<file path="config.mk">
export PLATFORM = sky130hd
export DESIGN_NAME = seg_mux_driver
export DESIGN_NICKNAME = d
export VERILOG_FILES = /design/src/rtl/seg_pkg.sv /design/src/rtl/seven_seg_decoder.sv /design/src/rtl/seg_mux_driver.sv
export SDC_FILE = /design/constraint.sdc
export NUM_CORES = 1
export LEC_CHECK = 0
export ABC_CLOCK_PERIOD_IN_PS = 3920
export BUFFER_PORTS_ARGS = -buffer_cell sky130_fd_sc_hd__buf_4
export CORE_ASPECT_RATIO = 0.6
export CORE_MARGIN = 3
export CORE_UTILIZATION = 30
export DETAILED_ROUTE_END_ITERATION = 8
export GPL_ROUTABILITY_DRIVEN = 0
export GPL_TIMING_DRIVEN = 1
export PLACE_DENSITY = 0.52
export SYNTH_ARGS = -nofsm -noshare
export SYNTH_HDL_FRONTEND = slang
export SYNTH_SLANG_ARGS = --single-unit
</file>
<file path="constraint.sdc">
create_clock -name clk -period 3.92 [get_ports clk]
set_clock_uncertainty 0.15 [all_clocks]
set_input_delay 0.784 -clock clk [delete_from_list [all_inputs] [get_ports clk]]
set_output_delay 0.784 -clock clk [all_outputs]
set_load 0.02 [all_outputs]
</file>
<file path="src/rtl/seg_pkg.sv">
// Shared types and constants for the multiplexed seven-segment display driver.
// Glyph patterns are active-high, bit order {a,b,c,d,e,f,g}.
package seg_pkg;

    typedef enum logic {
        BLANK,
        SHOW
    } state_t;

    localparam logic [6:0] GLYPH [16] = '{
        7'h7E, 7'h30, 7'h6D, 7'h79,  // 0 1 2 3
        7'h33, 7'h5B, 7'h5F, 7'h70,  // 4 5 6 7
        7'h7F, 7'h7B, 7'h77, 7'h1F,  // 8 9 A b
        7'h4E, 7'h3D, 7'h4F, 7'h47   // C d E F
    };

    localparam logic [6:0] SEG_OFF = 7'h00;

endpackage

</file>
<file path="src/rtl/seven_seg_decoder.sv">
// Hex nibble to active-high seven-segment pattern; polarity is applied by the caller.
module seven_seg_decoder
    import seg_pkg::*;
(
    input  logic [3:0] hex,
    output logic [6:0] pattern
);

    always_comb begin
        pattern = GLYPH[hex];
    end

endmodule

</file>
<file path="src/rtl/seg_mux_driver.sv">
// Time-multiplexed N-digit seven-segment scanner with dead-time, per-digit blanking
// and decimal points. All outputs are registered.
module seg_mux_driver
    import seg_pkg::*;
#(
    parameter int unsigned NUM_DIGITS     = 2,
    parameter int unsigned SHOW_CYCLES    = 5400,
    parameter int unsigned BLANK_CYCLES   = 600,
    parameter bit          SEG_ACTIVE_LOW = 1'b1,
    parameter bit          EN_ACTIVE_LOW  = 1'b1
) (
    input  logic                    clk,
    input  logic                    reset,
    input  logic [4*NUM_DIGITS-1:0] digits,
    input  logic [NUM_DIGITS-1:0]   digit_blank,
    input  logic [NUM_DIGITS-1:0]   dp,
    output logic [6:0]              seg,
    output logic                    dp_out,
    output logic [NUM_DIGITS-1:0]   en,
    output logic                    frame_tick
);

    localparam int unsigned CntSpanA = (SHOW_CYCLES > BLANK_CYCLES) ? SHOW_CYCLES : BLANK_CYCLES;
    localparam int unsigned CntSpan  = (CntSpanA > 2) ? CntSpanA : 2;
    localparam int unsigned CW       = $clog2(CntSpan);
    localparam int unsigned IW       = $clog2((NUM_DIGITS > 2) ? NUM_DIGITS : 2);

    localparam logic [CW-1:0] ShowLast  = CW'(SHOW_CYCLES - 1);
    localparam logic [CW-1:0] BlankLast = CW'((BLANK_CYCLES == 0) ? 0 : BLANK_CYCLES - 1);
    localparam logic [IW-1:0] IdxLast   = IW'(NUM_DIGITS - 1);

    localparam logic [6:0]            SegIdle = SEG_ACTIVE_LOW ? ~SEG_OFF : SEG_OFF;
    localparam logic                  DpIdle  = SEG_ACTIVE_LOW;
    localparam logic [NUM_DIGITS-1:0] EnIdle  = EN_ACTIVE_LOW ? {NUM_DIGITS{1'b1}} : '0;

    state_t        state_q, state_d;
    logic [CW-1:0] cnt_q, cnt_d;
    logic [IW-1:0] idx_q, idx_d;
    logic [3:0]    val_q, val_d;
    logic          blank_q, blank_d;
    logic          dpv_q, dpv_d;
    logic          capture, wrap;

    logic [6:0]            pattern;
    logic [6:0]            seg_d;
    logic                  dp_out_d;
    logic [NUM_DIGITS-1:0] en_d;

    always_ff @(posedge clk) begin
        if (reset) begin
            state_q <= BLANK;
            cnt_q   <= '0;
            idx_q   <= '0;
            val_q   <= '0;
            blank_q <= 1'b1;
            dpv_q   <= 1'b0;
        end else begin
            state_q <= state_d;
            cnt_q   <= cnt_d;
            idx_q   <= idx_d;
            val_q   <= val_d;
            blank_q <= blank_d;
            dpv_q   <= dpv_d;
        end
    end

    always_comb begin
        state_d = state_q;
        cnt_d   = cnt_q + 1'b1;
        idx_d   = idx_q;
        capture = 1'b0;
        wrap    = 1'b0;
        unique case (state_q)
            BLANK: begin
                if (BLANK_CYCLES == 0 || cnt_q == BlankLast) begin
                    state_d = SHOW;
                    cnt_d   = '0;
                    capture = 1'b1;
                end
            end
            SHOW: begin
                if (cnt_q == ShowLast) begin
                    cnt_d = '0;
                    wrap  = (idx_q == IdxLast);
                    idx_d = wrap ? '0 : idx_q + 1'b1;
                    // With no dead-time the next digit is captured on this same edge.
                    if (BLANK_CYCLES == 0) begin
                        state_d = SHOW;
                        capture = 1'b1;
                    end else begin
                        state_d = BLANK;
                    end
                end
            end
            default: state_d = BLANK;
        endcase

        val_d   = val_q;
        blank_d = blank_q;
        dpv_d   = dpv_q;
        if (capture) begin
            for (int i = 0; i < NUM_DIGITS; i++) begin
                if (idx_d == IW'(i)) begin
                    val_d   = digits[4*i +: 4];
                    blank_d = digit_blank[i];
                    dpv_d   = dp[i];
                end
            end
        end
    end

    seven_seg_decoder u_decoder (
        .hex     (val_d),
        .pattern (pattern)
    );

    // Outputs are derived from next-state values so the registered pins line up with the state.
    always_comb begin
        seg_d    = SegIdle;
        dp_out_d = DpIdle;
        en_d     = EnIdle;
        if (state_d == SHOW && !blank_d) begin
            seg_d    = SEG_ACTIVE_LOW ? ~pattern : pattern;
            dp_out_d = SEG_ACTIVE_LOW ? ~dpv_d : dpv_d;
            for (int i = 0; i < NUM_DIGITS; i++) begin
                en_d[i] = (idx_d == IW'(i)) ^ EN_ACTIVE_LOW;
            end
        end
    end

    always_ff @(posedge clk) begin
        if (reset) begin
            seg        <= SegIdle;
            dp_out     <= DpIdle;
            en         <= EnIdle;
            frame_tick <= 1'b0;
        end else begin
            seg        <= seg_d;
            dp_out     <= dp_out_d;
            en         <= en_d;
            frame_tick <= wrap;
        end
    end

endmodule

</file>
==> summary.txt <==
Clock tree
  – CTS tree: done
  – Clk buf depth: 2
  – Root buffer cell: clkbuf_8
  – Worst-path clk slew: 60 ps
  – Total clock sinks: 32
  – Hold_buf cts: 0
  – Clock Latency Late Sink: about 280 ps
  – Post-CTS resize count: 0
  – H-tree depth: 2
  – Post-CTS setup buffers: 0
  – CTS Buf Count: 5

Critical path
  – CP Max Fanout: 9
  – Critical Path End Type: flip-flop
  – Most frequent cell on the critical path: ha_1
  – CP arrival: just over 3000 ps
  – Worst EP required: a little under 4000 ps
  – Cell Chain, Critical Path: ha_1, and3_1, and4_1, xnor2_4, mux2i_1, a21o_2, inv_2, ha_1, nand2b_1, a21boi_0, o211ai_1
  – Delay-heaviest family, CP: simple AND/OR/NAND/NOR gates
  – CP Class: flip-flop to flip-flop
  – Max stage delay on crit path: 460 ps
  – CP bufs+invs: 1
  – CP startpoint kind: flip-flop
  – Slowest CP cell: and4_1

Yosys
  – Cells after Synth: 175
  – Flop and latch count out of synthesis: 32
  – Synth top cells by count: dfxtp_1, nor2_1, nand2_1, nand2b_1, and3_1
  – Synth Flop Type: dfxtp_1
  – Register area share after synthesis: around two fifths
  – Post-synthesis area per instance: between 9 and 10 um2
  – Netlist cell types: between 50 and 60
  – Cell taking the most area after synthesis: dfxtp_1
  – Share of the synthesized area in the top cell type: just under 40%
  – Post-synth EDFFs: 0
  – Mapped Nets: slightly below 200
  – Mapped Area: between 0.0015 and 0.002 mm2
  – Cell with the most instances after synthesis: dfxtp_1
  – Synth area leaders: dfxtp_1, nor2_1, xor2_1
  – Share of flip-flops with an asynchronous set or reset: 0%
  – Ys Warns: 0

Pwr
  – Switch share: approximately 22%
  – Internal power: ~490 uW
  – Switching pwr: around 130 uW
  – Combinational power share: 4.6%
  – Power Density: ~320 mW/mm2
  – Leak: between 0.0007 and 0.0008 uW
  – Clock power frac: 42.0%
  – Sequential power share: about 53%
  – Peak supply drop: 0.09215 mV

Route
  – Vias/cell: 4.745
  – Initial DRC count: 71
  – Final WL: 3548 um
  – Via count: around 1300
  – Drt drc: 0
  – Routed Antenna Nets: 0
  – Routed len/inst: between 10 and 15 um
  – DRT Pass-1 Iters: 4

Global route
  – Largest net degree at the start of global routing: 17
  – Vias in the first global route: between 1000 and 1500
  – First-pass GRT wire length: about 5900 um
  – Antenna violations before repair: 0
  – Overall routing resource usage: about an eighth
  – GRT overflow: 0

Layout
  – Layout net count: around 220
  – Layout cell share with drive strength beyond 1: 22.39%
  – Area added between synthesis and finish: 19.42%
  – # fillers: between 500 and 600
  – Ant. Diodes: 0

Floorplan
  – Die Area: around 0.0064 mm2
  – Die height: between 60 and 70 um
  – Area of the core region: 0.005155 mm2
  – Initial core utilization: approximately a third
  – IO Count: 25
  – Die X: slightly above 100 um
  – Rows: 20

STA
  – Highest Clock Rate: 321.6 MHz
  – Worst slew margin: between 30% and 40%
  – Fin. max-slew vios: 0
  – Part of the cycle the worst path needs: between 70% and 80%
  – Clock period minus worst slack: around 3100 ps
  – Worst-Margin Slew: between 1000 and 1500 ps
  – Final setup vio count: 0
  – Total negative slack: 0 ps
  – Final Hold Fails: 0
  – RSZ-0062 raised after global routing: false
  – Hold slack: just over 300 ps

Min path
  – HP Class: flip-flop to flip-flop

Job
  – Number of max-cap violations: 0

Status
  – Outcome: finished clean

Place
  – Detailed placement HPWL: about 2700 um
  – Port-buffer cells: 24
==> through the flow <==
stage	cell area, um2	std cells	utilization [%]	total power, uW	worst slack [ps]
2_1_floorplan	1637	175	-	351.2	1242
3_3_place_gp	1864	259	36.17	367.7	994.3
3_5_place_dp	1864	259	36.17	366.2	832.4
4_1_cts	1954	267	37.91	628.8	823.2
5_1_grt	1954	267	37.91	647.5	511.4
6_report	1954	267	37.91	618.6	810.7
==> logic make-up (layout without fill, tap and decap cells) <==
family / Yosys count / in the layout / share of synthesized area [%]
and+or+nand+nor: 75 / 75 / 24.92
AOI/OAI and AO/OA: 34 / 34 / 18.04
DFF: 32 / 32 / 39.14
buffers and inverters: 13 / 39 / 3.975
xor gates and xnor gates: 12 / 12 / 7.569
muxes: 5 / 5 / 3.287
adders and majority gates: 4 / 4 / 3.058
==> flip-flops by register name (all words and copies together) (netlist names) <==
register    cells
state_q         1
blank_q         1
en              2
dp_out          1
idx_q           1
seg             7
cnt_q          13
frame_tick      1
dpv_q           1
val_q           4
==> area by class of cell <==
cell class                      instances  area [um2]  area share [%]
Clock buffer                            8       90.09           4.609
Tap cell                               66       82.58           4.225
Inverter                                6       22.52           1.152
Sequential cell                        32       640.6           32.78
Multi-Input combinational cell        130       930.9           47.63
Timing Repair Buffer                   25       187.7           9.603
==> power groups by stage <==
stage | combinational [uW] | sequential (uW) | clock (uW)
global route | 32.5 | 330 | 285
global placement | 30.2 | 338 | 0
CTS | 28.9 | 330 | 270
detailed placement | 28.7 | 338 | 0
floorplan | 14.2 | 337 | 0
finish | 28.4 | 330 | 260
==> layer usage <==
layer | routed length (um) | global-route usage [%]
met1 | 2123 | 19.10
met2 | 1179 | 13.52
met3 | 216 | 4.314
met4 | 28 | 4.478
met5 | 0 | 0
==> worst register-to-register path: cells and delay by family (launching register included) <==
family | cells | cell delay (ps)
adder cells (fa/ha/maj) | 2 | 440
multiplexers | 1 | 400
buffers and inverters | 1 | 80
AO/OA/AOI/OAI | 3 | 520
AND/OR/NAND/NOR | 3 | 790
XOR/XNOR | 1 | 240
flip-flops | 1 | 370
==> placed cells by master (no fill, tap or decap), types with 5 or more instances in the layout <==
cell and n:
xnor2_1 5, nand2b_1 8, buf_4 25, nor2_1 26, nand2_1 13, inv_1 5
clkbuf_8 6, xor2_1 6, dfxtp_1 32, o211ai_1 5, and3_1 7
==> worst paths after layout <==
kind / start / to / slack, ps / cells after the start
setup / recovery: cnt_q[0] / seg[0] / 810 / 11
hold / removal: cnt_q[0] / cnt_q[0] / 310 / 1
setup reg to reg: cnt_q[0] / seg[0] / 810 / 11
hold reg to reg: cnt_q[0] / cnt_q[0] / 310 / 1
No activity file was read; power rests on OpenSTA's default activity.
